File: src/rtl/jtag_tap_ctrl_if.sv
// TAP pin and boundary-scan chain control bundle; the TAP controller owns the
// slave side, the tester / chain owns the master side.
interface jtag_tap_ctrl_if #(
  parameter int IR_W = 4
);
  logic            tms;
  logic            tdi;
  logic            bsr_so;
  logic            tdo;
  logic            tdo_en;
  logic            sdr;
  logic            clk_dr;
  logic            up_dr;
  logic            mode;
  logic [IR_W-1:0] ir;
  logic [3:0]      tap_state;

  modport master (
    output tms, tdi, bsr_so,
    input  tdo, tdo_en, sdr, clk_dr, up_dr, mode, ir, tap_state
  );

  modport slave (
    input  tms, tdi, bsr_so,
    output tdo, tdo_en, sdr, clk_dr, up_dr, mode, ir, tap_state
  );
endinterface

File: src/rtl/jtag_tap_ctrl.sv
// IEEE 1149.1 TAP controller driving a chain of bsc cells (IR, bypass, BSR paths).
// Optional feature macro: JTAG_IDCODE_EN adds the 32-bit IDCODE register (opcode 2).
module jtag_tap_ctrl #(
  parameter int          IR_W       = 4,
  parameter logic [31:0] IDCODE_VAL = 32'h1000_0001
) (
  input logic            tck,
  input logic            trst_n,
  jtag_tap_ctrl_if.slave bus
);

  // state  | meaning
  // TLR..UPD_DR (0-8)  | reset, idle, DR select/capture/shift/exit/pause/update
  // SEL_IR..UPD_IR (9-15) | IR column, mirrors the DR column
  typedef enum logic [3:0] {
    TLR    = 4'd0,
    RTI    = 4'd1,
    SEL_DR = 4'd2,
    CAP_DR = 4'd3,
    SH_DR  = 4'd4,
    EX1_DR = 4'd5,
    PA_DR  = 4'd6,
    EX2_DR = 4'd7,
    UPD_DR = 4'd8,
    SEL_IR = 4'd9,
    CAP_IR = 4'd10,
    SH_IR  = 4'd11,
    EX1_IR = 4'd12,
    PA_IR  = 4'd13,
    EX2_IR = 4'd14,
    UPD_IR = 4'd15
  } tap_state_t;

  localparam logic [IR_W-1:0] OP_EXTEST = '0;
  localparam logic [IR_W-1:0] OP_SAMPLE = IR_W'(1);
  localparam logic [IR_W-1:0] OP_BYPASS = '1;
`ifdef JTAG_IDCODE_EN
  localparam logic [IR_W-1:0] OP_IDCODE = IR_W'(2);
  localparam logic [IR_W-1:0] IR_RST    = OP_IDCODE;
`else
  localparam logic [IR_W-1:0] IR_RST    = OP_BYPASS;
`endif

  if (IR_W < 2 || IDCODE_VAL[0] != 1'b1) begin : g_bad_cfg
    $error("jtag_tap_ctrl: IR_W must be >= 2 and IDCODE_VAL[0] must be 1");
  end

  tap_state_t      state_q;
  logic [IR_W-1:0] ir_sr;
  logic [IR_W-1:0] ir_q;
  logic            byp_q;
  logic            tdo_q;
  logic            tdo_en_q;
  logic            cg_en;
  logic            up_dr_q;
  logic            bsr_sel;
  logic            dr_tdo;

  assign bsr_sel = (ir_q == OP_EXTEST) || (ir_q == OP_SAMPLE);

  always_ff @(posedge tck or negedge trst_n) begin
    if (!trst_n) begin
      state_q <= TLR;
    end else begin
      case (state_q)
        TLR:     state_q <= bus.tms ? TLR    : RTI;
        RTI:     state_q <= bus.tms ? SEL_DR : RTI;
        SEL_DR:  state_q <= bus.tms ? SEL_IR : CAP_DR;
        CAP_DR:  state_q <= bus.tms ? EX1_DR : SH_DR;
        SH_DR:   state_q <= bus.tms ? EX1_DR : SH_DR;
        EX1_DR:  state_q <= bus.tms ? UPD_DR : PA_DR;
        PA_DR:   state_q <= bus.tms ? EX2_DR : PA_DR;
        EX2_DR:  state_q <= bus.tms ? UPD_DR : SH_DR;
        UPD_DR:  state_q <= bus.tms ? SEL_DR : RTI;
        SEL_IR:  state_q <= bus.tms ? TLR    : CAP_IR;
        CAP_IR:  state_q <= bus.tms ? EX1_IR : SH_IR;
        SH_IR:   state_q <= bus.tms ? EX1_IR : SH_IR;
        EX1_IR:  state_q <= bus.tms ? UPD_IR : PA_IR;
        PA_IR:   state_q <= bus.tms ? EX2_IR : PA_IR;
        EX2_IR:  state_q <= bus.tms ? UPD_IR : SH_IR;
        UPD_IR:  state_q <= bus.tms ? SEL_DR : RTI;
        default: state_q <= TLR;
      endcase
    end
  end

  // Scan registers capture/shift on the rising edge that leaves or repeats the state.
  always_ff @(posedge tck or negedge trst_n) begin
    if (!trst_n) begin
      ir_sr <= '0;
      byp_q <= 1'b0;
    end else begin
      if (state_q == CAP_IR) ir_sr <= IR_W'(1);
      else if (state_q == SH_IR) ir_sr <= {bus.tdi, ir_sr[IR_W-1:1]};
      if (state_q == CAP_DR) byp_q <= 1'b0;
      else if (state_q == SH_DR) byp_q <= bus.tdi;
    end
  end

`ifdef JTAG_IDCODE_EN
  logic [31:0] idc_sr;

  always_ff @(posedge tck or negedge trst_n) begin
    if (!trst_n) begin
      idc_sr <= IDCODE_VAL;
    end else if (state_q == CAP_DR) begin
      idc_sr <= IDCODE_VAL;
    end else if (state_q == SH_DR) begin
      idc_sr <= {bus.tdi, idc_sr[31:1]};
    end
  end

  assign dr_tdo = bsr_sel ? bus.bsr_so : (ir_q == OP_IDCODE) ? idc_sr[0] : byp_q;
`else
  assign dr_tdo = bsr_sel ? bus.bsr_so : byp_q;
`endif

  // Falling-edge side: everything here is stable by the next rising tck.
  always_ff @(negedge tck or negedge trst_n) begin
    if (!trst_n) begin
      ir_q     <= IR_RST;
      tdo_q    <= 1'b0;
      tdo_en_q <= 1'b0;
      cg_en    <= 1'b0;
      up_dr_q  <= 1'b0;
    end else begin
      if (state_q == TLR) ir_q <= IR_RST;
      else if (state_q == UPD_IR) ir_q <= ir_sr;
      tdo_en_q <= (state_q == SH_IR) || (state_q == SH_DR);
      if (state_q == SH_IR) tdo_q <= ir_sr[0];
      else if (state_q == SH_DR) tdo_q <= dr_tdo;
      cg_en   <= ((state_q == CAP_DR) || (state_q == SH_DR)) && bsr_sel;
      up_dr_q <= (state_q == UPD_DR) && bsr_sel;
    end
  end

  assign bus.clk_dr    = tck & cg_en;
  assign bus.sdr       = (state_q == SH_DR) && bsr_sel;
  assign bus.up_dr     = up_dr_q;
  assign bus.mode      = (ir_q == OP_EXTEST);
  assign bus.ir        = ir_q;
  assign bus.tdo       = tdo_q;
  assign bus.tdo_en    = tdo_en_q;
  assign bus.tap_state = state_q;

endmodule

File: src/flat_wrapper.sv
// flat-port wrapper written by rule: the top's interface ports become plain ports
module jtag_tap_ctrl_flat 
#(
  parameter int          IR_W       = 4,
  parameter logic [31:0] IDCODE_VAL = 32'h1000_0001
)
  (tck, trst_n, bus_tms, bus_tdi, bus_bsr_so, bus_tdo, bus_tdo_en, bus_sdr, bus_clk_dr, bus_up_dr, bus_mode, bus_ir, bus_tap_state);
  jtag_tap_ctrl_if #(.IR_W(IR_W)) bus_i ();
  input logic tck;
  input logic trst_n;
  input wire logic [$bits(bus_i.tms)-1:0] bus_tms;
  input wire logic [$bits(bus_i.tdi)-1:0] bus_tdi;
  input wire logic [$bits(bus_i.bsr_so)-1:0] bus_bsr_so;
  output wire logic [$bits(bus_i.tdo)-1:0] bus_tdo;
  output wire logic [$bits(bus_i.tdo_en)-1:0] bus_tdo_en;
  output wire logic [$bits(bus_i.sdr)-1:0] bus_sdr;
  output wire logic [$bits(bus_i.clk_dr)-1:0] bus_clk_dr;
  output wire logic [$bits(bus_i.up_dr)-1:0] bus_up_dr;
  output wire logic [$bits(bus_i.mode)-1:0] bus_mode;
  output wire logic [$bits(bus_i.ir)-1:0] bus_ir;
  output wire logic [$bits(bus_i.tap_state)-1:0] bus_tap_state;
  assign bus_i.tms = bus_tms;
  assign bus_i.tdi = bus_tdi;
  assign bus_i.bsr_so = bus_bsr_so;
  assign bus_tdo = bus_i.tdo;
  assign bus_tdo_en = bus_i.tdo_en;
  assign bus_sdr = bus_i.sdr;
  assign bus_clk_dr = bus_i.clk_dr;
  assign bus_up_dr = bus_i.up_dr;
  assign bus_mode = bus_i.mode;
  assign bus_ir = bus_i.ir;
  assign bus_tap_state = bus_i.tap_state;
  jtag_tap_ctrl #(.IR_W(IR_W), .IDCODE_VAL(IDCODE_VAL)) u_core (.tck(tck), .trst_n(trst_n), .bus(bus_i));
endmodule
File: config.mk
export PLATFORM = sky130hd
export DESIGN_NAME = jtag_tap_ctrl_flat
export DESIGN_NICKNAME = d
export VERILOG_FILES = /design/src/rtl/jtag_tap_ctrl_if.sv /design/src/rtl/jtag_tap_ctrl.sv /design/src/flat_wrapper.sv
export SDC_FILE = /design/constraint.sdc
export NUM_CORES = 1
export LEC_CHECK = 0
export ABC_AREA = 1
export CAP_MARGIN = 20
export CORE_MARGIN = 2
export CORE_UTILIZATION = 25
export CTS_BUF_LIST = sky130_fd_sc_hd__clkbuf_4
export DETAILED_ROUTE_END_ITERATION = 10
export PLACE_DENSITY = 0.42
export SYNTH_ARGS = -nofsm -noshare
export SYNTH_HDL_FRONTEND = slang
export SYNTH_SLANG_ARGS = --single-unit
File: constraint.sdc
create_clock -name tck -period 3.1 [get_ports tck]
set_input_delay 0.775 -clock tck [delete_from_list [all_inputs] [get_ports tck]]
set_output_delay 0.775 -clock tck [all_outputs]
set_load 0.03 [all_outputs]
Yosys cells after proc, flatten, opt, wreduce, memory -nomap -nowiden
Cells that the tools add are included.

operators by class
  mux-type cells = 22
  reduce and logical (&&, ||, !) cells = 15
  equal/unequal tests = 16
  bitwise logic cells = 1

operator list
  operator                                                          count
  4-bit case mux with 12 select lines                               1
  4-bit == test (second input constant)                             8
  4-bit two-way mux                                                 8
  4-bit by 3-bit == test with 1-bit output (second input constant)  4
  4-bit by 1-bit == test with 1-bit output (second input constant)  2
  4-bit by 2-bit == test with 1-bit output (second input constant)  2
  4-bit zero test                                                   2
  1-bit two-way mux                                                 8
  2-bit nonzero test                                                4
  2-bit two-way mux                                                 3
  3-bit two-way mux                                                 2
  2-bit OR reduction                                                2
  1-bit logical AND                                                 3
  1-bit logical OR                                                  3
  3-bit OR reduction                                                1
  1-bit AND                                                         1

storage, ports and cells
  output and inout bits = 14
  word-level logic and storage cells = 62
  bits of input ports = 5
  register bits = 17

Longest topological paths before layout
  depth in word-level cells = 5
  mapped depth = 6
  gate-level depth less buffers = 6

==> impl_metrics.csv <==
group,metric,value,unit
outcome,status,"complete, but fails checks",
outcome,violations,"setup timing",
setup_path,worstPathArrival,2960,ps
routing,avgViaCountPerCell,4.30,
routing,wl_per_cell,10.8,um
routing,met2WireLength,1120,um
setup_path,crit_chain,"inv_2 > nand3_4 > buf_6 > nor2_4 > buf_6",
synthesis,synth_cell_types,26,
synthesis,synth_area,940,um2
hold_path,hp-start,"u_core.bus.tdo",
placed_design,pre_cts_ws,-492,ps
sta,slew_viol_final,0,
global_routing,grt_usage,12.5,%
setup_path,cp.required,2320,ps
power_and_ir_drop,leakagePower,0.724,nW
routing,wl_met1,1010,um
placed_design,placed_area,1240,um2
routing,num_vias,898,
setup_path,cp_num_buf_inv,3,
setup_path,slowest_delay,530,ps
layout,final_cells,209,
setup_path,rr_endpoint,"u_core.bus.tdo",
die,fp.dieW,65.3,um
cts,path_clk_slew,70,ps
sta,setup_viol,11,
routing,antenna_left,0,
sta,fin_tns_setup,-3600,ps
die,start_util,25.9,%
sta,max_slew_margin,79.2,%
placed_design,placed_cells,192,
die,dieHeight,65.3,um
power_and_ir_drop,report.power.total,1.49,mW
synthesis,ys_seq_area_share,45.8,%
global_routing,antenna_found_initial,0,
setup_path,crit_fanout,2,
cts,cts_hold_buf,0,
placed_design,dpl.hpwl,1810,um
sta,tightest_slew,310,ps
routing,first_pass_iters,4,
layout,utilization,38.5,%
hold_path,whs_endpoint,"u_core.bus.tdo",
setup_path,start_kind,"flop",
layout,fin_area,1400,um2
hold_path,hp-class,"flop to flop",
layout,diodes,0,
die,core-area,3630,um2
global_routing,grt-ovfl-total,0,
die,die_area,4260,um2
layout,nets,167,
synthesis,synth_seq_cells,17,
routing,top_layer_used,"met4",
global_routing,grt_pass1_vias,957,
global_routing,grt_pass1_wl,4020,um
setup_path,cpMostUsedCell,"buf_6",
routing,met3_wirelength,100,um
routing,remaining_drc_errors,0,
routing,wl,2270,um
setup_path,worstSetupPathType,"flop to output port",
synthesis,synth_cells,118,
sta,worst_slack,-633,ps
layout,drive_gt1_share,41.6,%
cts,cts_tree,"built",
cts,clock_latency,460,ps
power_and_ir_drop,p_per_area,1070,nW/um2
setup_path,crit_family,"flip-flops",
synthesis,yosysWarningCount,0,
setup_path,end_kind,"output port",
hold_path,holdPathStages,3,
sta,skew,70.7,ps
die,num_rows,22,
setup_path,reg2regPathDepth,6,
setup_path,r2r_slack,290,ps
synthesis,synth.avg_cell_area,7.96,um2
sta,rsz0062_at_grt,"yes",
setup_path,r2r_start,"u_core.bus.tap_state[0]",
sta,whs,550,ps
setup_path,crit_slowest_cell,"dfstp_2",
layout,syn2layout_area_growth,48.9,%
power_and_ir_drop,peakVddDrop,0.000400,V
sta,hold_viol,0,
routing,drt-initial-drc-count,27,
synthesis,synthesis.nets,123,
placed_design,io_buffer_count,18,
job,cap_violations,0,
die,io_pins,19,
placed_design,place_congestion,0.948,
global_routing,grt_max_degree,10,
final cells by class:
| type | instances | area [um2] |
|---|---|---|
| multi-input combinational | 81 | 455 |
| sequential | 17 | 430 |
| fill | 395 | 2230 |
| timing repair buffer | 32 | 302 |
| clock inverter | 5 | 18.8 |
| inverter | 18 | 68.8 |
| tap | 48 | 60.1 |
| clock buffer | 8 | 63.8 |
where the power goes:
| part | internal (mW) | switching (mW) |
|---|---|---|
| combinational | 0.370 | 0.492 |
| sequential | 0.333 | 0.0806 |
| clock | 0.114 | 0.101 |
placed cells by master (no fill, tap or decap), types with 6 or more instances in the layout:
cell              n
nand2_1          29
inv_1            14
buf_4            13
buf_6            12
dfrtp_1           9
inv_2             8
clkdlybuf4s50_1   8
nor2_2            7
clkbuf_4          7
nand2_2           6
a21oi_1           6
per-layer routing:
| layer | up-vias | GRT usage, % |
|---|---|---|
| li1 | 465 | - |
| met1 | 409 | 15.0 |
| met2 | 20 | 19.8 |
| met3 | 4 | 3.77 |
| met4 | 0 | 7.29 |
| met5 | - | 0 |
tightest hold or removal path, stage by stage (launching register included):
cell and delay, ps:
dfrtn_1 430, buf_4 110, nand2_1 40, nand4_1 60
cells by family after synthesis:
logic type | after synthesis | synth area share (%)
and+or+nand+nor | 62 | 34.2
DFF | 17 | 45.8
AOI/OAI and AO/OA | 19 | 11.9
buffers and inverters | 20 | 8.12
how the worst max path moves through the flow:
stage | from | to | slack, ps | cells past startpoint
floorplan | u_core.bus.ir[1] | bus_sdr | -100 | 3
global placement | u_core.bus.ir[1] | bus_mode | -480 | 4
detailed placement | u_core.bus.ir[1] | bus_mode | -490 | 4
CTS | u_core.bus.ir[1] | bus_sdr | -640 | 5
global route | u_core.bus.ir[3] | bus_sdr | -710 | 5
finish | u_core.bus.ir[1] | bus_sdr | -630 | 5
cells in the mapped netlist (all sizes together):
master  number  area, um2
nand2       37        166
inv         19       71.3
nor2        14       85.1
dfrtp        9        225
nand3        7       45.0
a21oi        6       30.0
o21ai        6       33.8
dfrtn        4        100
dfstp        4        105
o22ai        3       18.8
nand4        2       12.5
a22oi        1       7.51
a31oi        1       6.26
clkinv       1       5.00
nand3b       1       7.51
nor3         1       5.00
o211ai       1       7.51
o21bai       1       7.51
sequential cells by signal, summed over array words and instances (netlist names):
register / cells
u_core.bus.ir: 4
u_core.bus.tap_state: 4
u_core.ir_sr: 4
u_core.bus.tdo: 1
u_core.bus.tdo_en: 1
u_core.bus.up_dr: 1
u_core.byp_q: 1
u_core.cg_en: 1
what timing repair did:
item	4_1_cts	5_1_grt
resized for setup	22	4
buffers inserted	6	1
pin swaps	1	1
endpoints found under the setup margin	11	11
(Power assumes the default switching activity.)
==> variant 1, RTL diff (same flow settings) <==
`IR_W` is set to 4 in 3 places; all go to 5.
--- a/src/rtl/jtag_tap_ctrl_if.sv
+++ b/src/rtl/jtag_tap_ctrl_if.sv
@@ -2,5 +2,5 @@
 // slave side, the tester / chain owns the master side.
 interface jtag_tap_ctrl_if #(
-  parameter int IR_W = 4
+  parameter int IR_W = 5
 );
   logic            tms;
--- a/src/rtl/jtag_tap_ctrl.sv
+++ b/src/rtl/jtag_tap_ctrl.sv
@@ -2,5 +2,5 @@
 // Optional feature macro: JTAG_IDCODE_EN adds the 32-bit IDCODE register (opcode 2).
 module jtag_tap_ctrl #(
-  parameter int          IR_W       = 4,
+  parameter int          IR_W       = 5,
   parameter logic [31:0] IDCODE_VAL = 32'h1000_0001
 ) (
--- a/src/flat_wrapper.sv
+++ b/src/flat_wrapper.sv
@@ -2,5 +2,5 @@
 module jtag_tap_ctrl_flat 
 #(
-  parameter int          IR_W       = 4,
+  parameter int          IR_W       = 5,
   parameter logic [31:0] IDCODE_VAL = 32'h1000_0001
 )
Ports: changed (resized bus_ir); port bits go from 19 to 20. The function was not compared with the original's and may differ.
==> variant 1 against the original RTL <==
The flow still finishes with violations (negative setup slack). Cell area up 5.4%. Setup slack better by 0.078 ns. Power shrank 26%. Sequential cell count is 2 higher. Register-to-register slack hardly changed. Hold slack worse by 0.023 ns. Wire length is 9.7% higher. Synthesized area is 3.3% higher. Clock power decreased by 5%. Clock skew rose by 0.016 ns. Largest cell class is now sequential cells. Highest routed layer unchanged.
==> variant 1: results (changes against the original RTL) <==
run status=complete, but fails checks (unchanged); Final Net Count=175 (was 167); DRT Pass-1 Iters=4 (unchanged); post-cts sizing count=17 (was 22); Worst-path clk slew=0.12 ns (was 0.07 ns); crit path DAT=2.88 ns (was 2.96 ns); global placer's final weighted congestion=0.826 (was 0.948); Synth cell types=20 (was 26); asr flop ratio synth=100% (unchanged); Setup WS post-layout=-0.555 ns (was -0.633 ns); drt initial violations=19 (was 27); synth cell count leaders=nand2_1, inv_1, dfrtp_1, nor2_1, nand3_1 (was nand2_1, inv_1, dfrtp_1); final wirelength=2480 um (was 2270 um); crit-path max FO=3 (was 2); via count=959 (was 898); cell family with most CP delay=flip-flops (unchanged); PortBufs=19 (was 18); Final setup violation count=12 (was 11); dominant cells by area after synthesis=dfrtp_1, dfstp_2, nand2_1, dfrtn_1, inv_1 (was dfrtp_1, nand2_1, dfstp_2, dfrtn_1, inv_1); total nets after synthesis=127 (was 123); Total Neg Setup Slack=-4.21 ns (was -3.60 ns); failing checks=negative setup slack (unchanged); vias in the first global route=972 (was 957); hpwl dp=1860 um (was 1810 um); Seq/Total Area, Yosys=49.6% (was 45.8%); Pleak=0.804 nW (was 0.724 nW); Power Clock=203 uW (was 214 uW); share of cells above drive strength 1=32.5% (was 41.6%); Final Skew=0.0871 ns (was 0.0707 ns); post-synthesis adder-cell area fraction=0% (unchanged); Post-CTS Setup Bufs=4 (was 6); Max IR drop VDD=285 uV (was 400 uV); switching power=479 uW (was 674 uW); first-pass GRT wire length=4390 um (was 4020 um); GRT Total Usage=13.7% (was 12.5%); Comb power frac=46.3% (was 57.9%); Slowest-stage cell, CP=dfstp_2 (unchanged); largest net degree at the start of global routing=12 (was 10); proportion of synthesized area in mux cells=0% (unchanged); post-synthesis compound-gate area fraction=13.3% (was 11.9%); Power Internal=621 uW (was 817 uW); clk_lat worst skew=0.48 ns (was 0.46 ns); Fillers=388 (was 395); slew margin rel.=78.3% (was 79.2%); Slowest Stage Delay on Critical Path=0.55 ns (was 0.53 ns)
-- variant 1: cell count changes in the layout (fill, tap and decap cells not counted), sizes merged, moves of 2 or more --
| cell | change |
|---|---|
| nand3 | +2 |
| inv | +4 |
| o21ai | +2 |
| nor2 | -2 |
| buf | +3 |
| nand2 | -4 |
| a21oi | +2 |
-- variant 1: metal layers --
| metal | track usage [%] | vias to the layer above | part of all wire (%) |
|---|---|---|---|
| met4 | 4.59 | 0 | 1.0 |
| met1 | 16.6 | 451 | 47 |
| met5 | 0 | - | 0 |
| li1 | - | 487 | - |
| met3 | 6.47 | 3 | 5.1 |
| met2 | 21.1 | 18 | 47 |
-- variant 1: final timing paths --
path | slack (ns) | end | start | depth (start not counted)
max in group asynchronous | 0.62 | u_core.cg_en | trst_n | 2
hold reg to reg | 0.53 | u_core.byp_q | u_core.byp_q | 2
min in group asynchronous | 0.90 | u_core.byp_q | trst_n | 2
setup reg to reg | 0.29 | u_core.bus.tdo | u_core.bus.tap_state[3] | 7
setup / recovery | -0.56 | bus_mode | u_core.bus.ir[4] | 4
hold / removal | 0.53 | u_core.byp_q | u_core.byp_q | 2
-- variant 1: metrics by stage --
stage	setup slack [ns]	instance area [um^2]	instances	util, %
4_1_cts	-0.574	1430	213	38.8
2_1_floorplan	-0.113	1010	122	-
5_1_grt	-0.621	1470	217	40.0
6_report	-0.555	1470	217	40.0
3_5_place_dp	-0.316	1300	198	35.2
3_3_place_gp	-0.317	1300	198	35.2
-- variant 1: final cells by class --
cell class	count	area, um^2	share of cell area, %
Inverter	20	75.1	5.09
Multi-Input combinational cell	81	442	30.0
Tap cell	48	60.1	4.07
Timing Repair Buffer	35	332	22.5
Sequential cell	19	482	32.7
Clock buffer	7	56.3	3.82
Clock inverter	7	27.5	1.87
==> variant 2, RTL diff (same settings) <==
Made on the original files. The option `JTAG_IDCODE_EN` is turned on by a define.
--- a/src/rtl/jtag_tap_ctrl.sv
+++ b/src/rtl/jtag_tap_ctrl.sv
@@ -1,4 +1,6 @@
 // IEEE 1149.1 TAP controller driving a chain of bsc cells (IR, bypass, BSR paths).
 // Optional feature macro: JTAG_IDCODE_EN adds the 32-bit IDCODE register (opcode 2).
+`define JTAG_IDCODE_EN
+
 module jtag_tap_ctrl #(
   parameter int          IR_W       = 4,
Function: not checked (the comparison handles one clock edge and no latches or derived clocks); the edit may change what the design does.
==> variant 2 against the original RTL <==
The flow still finishes with violations (negative setup slack). Synthesized area is 110% higher. Power up 27%. Wire length rose by 94%. Setup slack gained 0.055 ns. Combinational power fell by 18%. Sequential cell count is 31 higher. Cell area is 82% higher.
==> variant 2: results (changes against the original RTL) <==
synth cell count leaders=inv_1, dfrtp_1, nand2_1 (was nand2_1, inv_1, dfrtp_1); clock buffer count in the final layout=9 (was 8); total nets after synthesis=225 (was 123); Final Skew=0.0730 ns (was 0.0707 ns); Vias/cell=4.36 (was 4.30); Seq/Total Area, Yosys=60.3% (was 45.8%); global placer's final weighted congestion=0.877 (was 0.948); met1 wire length=2180 um (was 1010 um); dominant cells by area after synthesis=dfrtp_1, inv_1, o22ai_1, dfrtn_1, nand2_1 (was dfrtp_1, nand2_1, dfstp_2, dfrtn_1, inv_1); Non-clock buffer share=13.0% (was 21.6%); met3 usage=3.55% (was 3.77%); M1 GR Usage=15.7% (was 15.0%); multi-input gate count=116 (was 81); Pleak=1.24 nW (was 0.724 nW); metal3 WL=191 um (was 100 um); Fillers=820 (was 395); routed length on met2=1930 um (was 1120 um); drt initial violations=60 (was 27); inverters=48 (was 18); clock network share of area=3.79% (was 5.90%); Final setup violation count=11 (unchanged); clk_lat worst skew=0.52 ns (was 0.46 ns); share of cells above drive strength 1=20.9% (was 41.6%); Buffers excl. clock=37 (was 32); Synth cell types=21 (was 26); crit-path max FO=4 (was 2); Worst Tran Pin Value=0.348 ns (was 0.310 ns); Max IR drop VDD=260 uV (was 400 uV); largest net degree at the start of global routing=30 (was 10); Final Net Count=267 (was 167); Setup WS post-layout=-0.579 ns (was -0.633 ns); hpwl dp=3000 um (was 1810 um); Worst-path clk slew=0.13 ns (was 0.07 ns); reg2reg path depth=5 (was 6); first-pass GRT wire length=7690 um (was 4020 um); HP Class=in2async (was reg2reg); GRT Total Usage=11.3% (was 12.5%); DRT Pass-1 Iters=6 (was 4); Seq area share=47.4% (was 30.8%); Place WS=-0.312 ns (was -0.492 ns); run status=complete, but fails checks (unchanged); failing checks=negative setup slack (unchanged); Reg-to-Reg Start=u_core.bus.tap_state[3] (was u_core.bus.tap_state[0]); crit path DAT=2.90 ns (was 2.96 ns); FF-to-FF End=u_core.bus.ir[2] (was u_core.bus.tdo)
-- variant 2: cell types whose count changed after synthesis, moves of 6 or more --
cell     delta
o22ai_1    +26
dfrtp_1    +29
nand3_1     +7
nor2_1     +10
nor2_2      -6
o21ai_0     +8
inv_1      +34
-- variant 2: logic make-up after synthesis --
| kind of cell | synth area share (%) |
|---|---|
| AND/OR/NAND/NOR | 14.1 |
| buffers and inverters | 11.2 |
| AO/OA/AOI/OAI | 14.4 |
| flip-flops | 60.3 |
-- variant 2: power breakdown --
part | switching [mW] | internal, mW
clock network | 0.225 | 0.132
registers | 0.0736 | 0.754
logic | 0.451 | 0.257
-- variant 2: what timing repair did --
item	4_1_cts	5_1_grt
setup endpoints to repair	11	11
pin swaps	2	2
buffers inserted	4	1
resized for setup	20	2
-- variant 2: through the flow --
stage / std cells / util, % / hold slack (ns) / setup TNS, ns / cell area [um^2]
floorplan: 220 / - / 0.456 / -0.421 / 2020
global placement: 350 / 30.8 / 0.478 / -0.665 / 2380
detailed placement: 350 / 30.8 / 0.473 / -0.675 / 2380
CTS: 365 / 32.8 / 0.160 / -4.11 / 2530
global route: 365 / 32.9 / 0.166 / -4.51 / 2540
finish: 365 / 32.9 / 0.177 / -3.92 / 2540
-- variant 2: how the worst min path moves through the flow --
stage               slack [ns]                 endpoint         startpoint  cells after the start
floorplan                 0.46         u_core.idc_sr[0]   u_core.idc_sr[1]                      2
global placement          0.48        u_core.idc_sr[29]  u_core.idc_sr[29]                      2
detailed placement        0.47         u_core.idc_sr[0]   u_core.idc_sr[1]                      2
CTS                       0.16  u_core.bus.tap_state[0]             trst_n                      1
global route              0.17  u_core.bus.tap_state[0]             trst_n                      1
finish                    0.18  u_core.bus.tap_state[0]             trst_n                      1
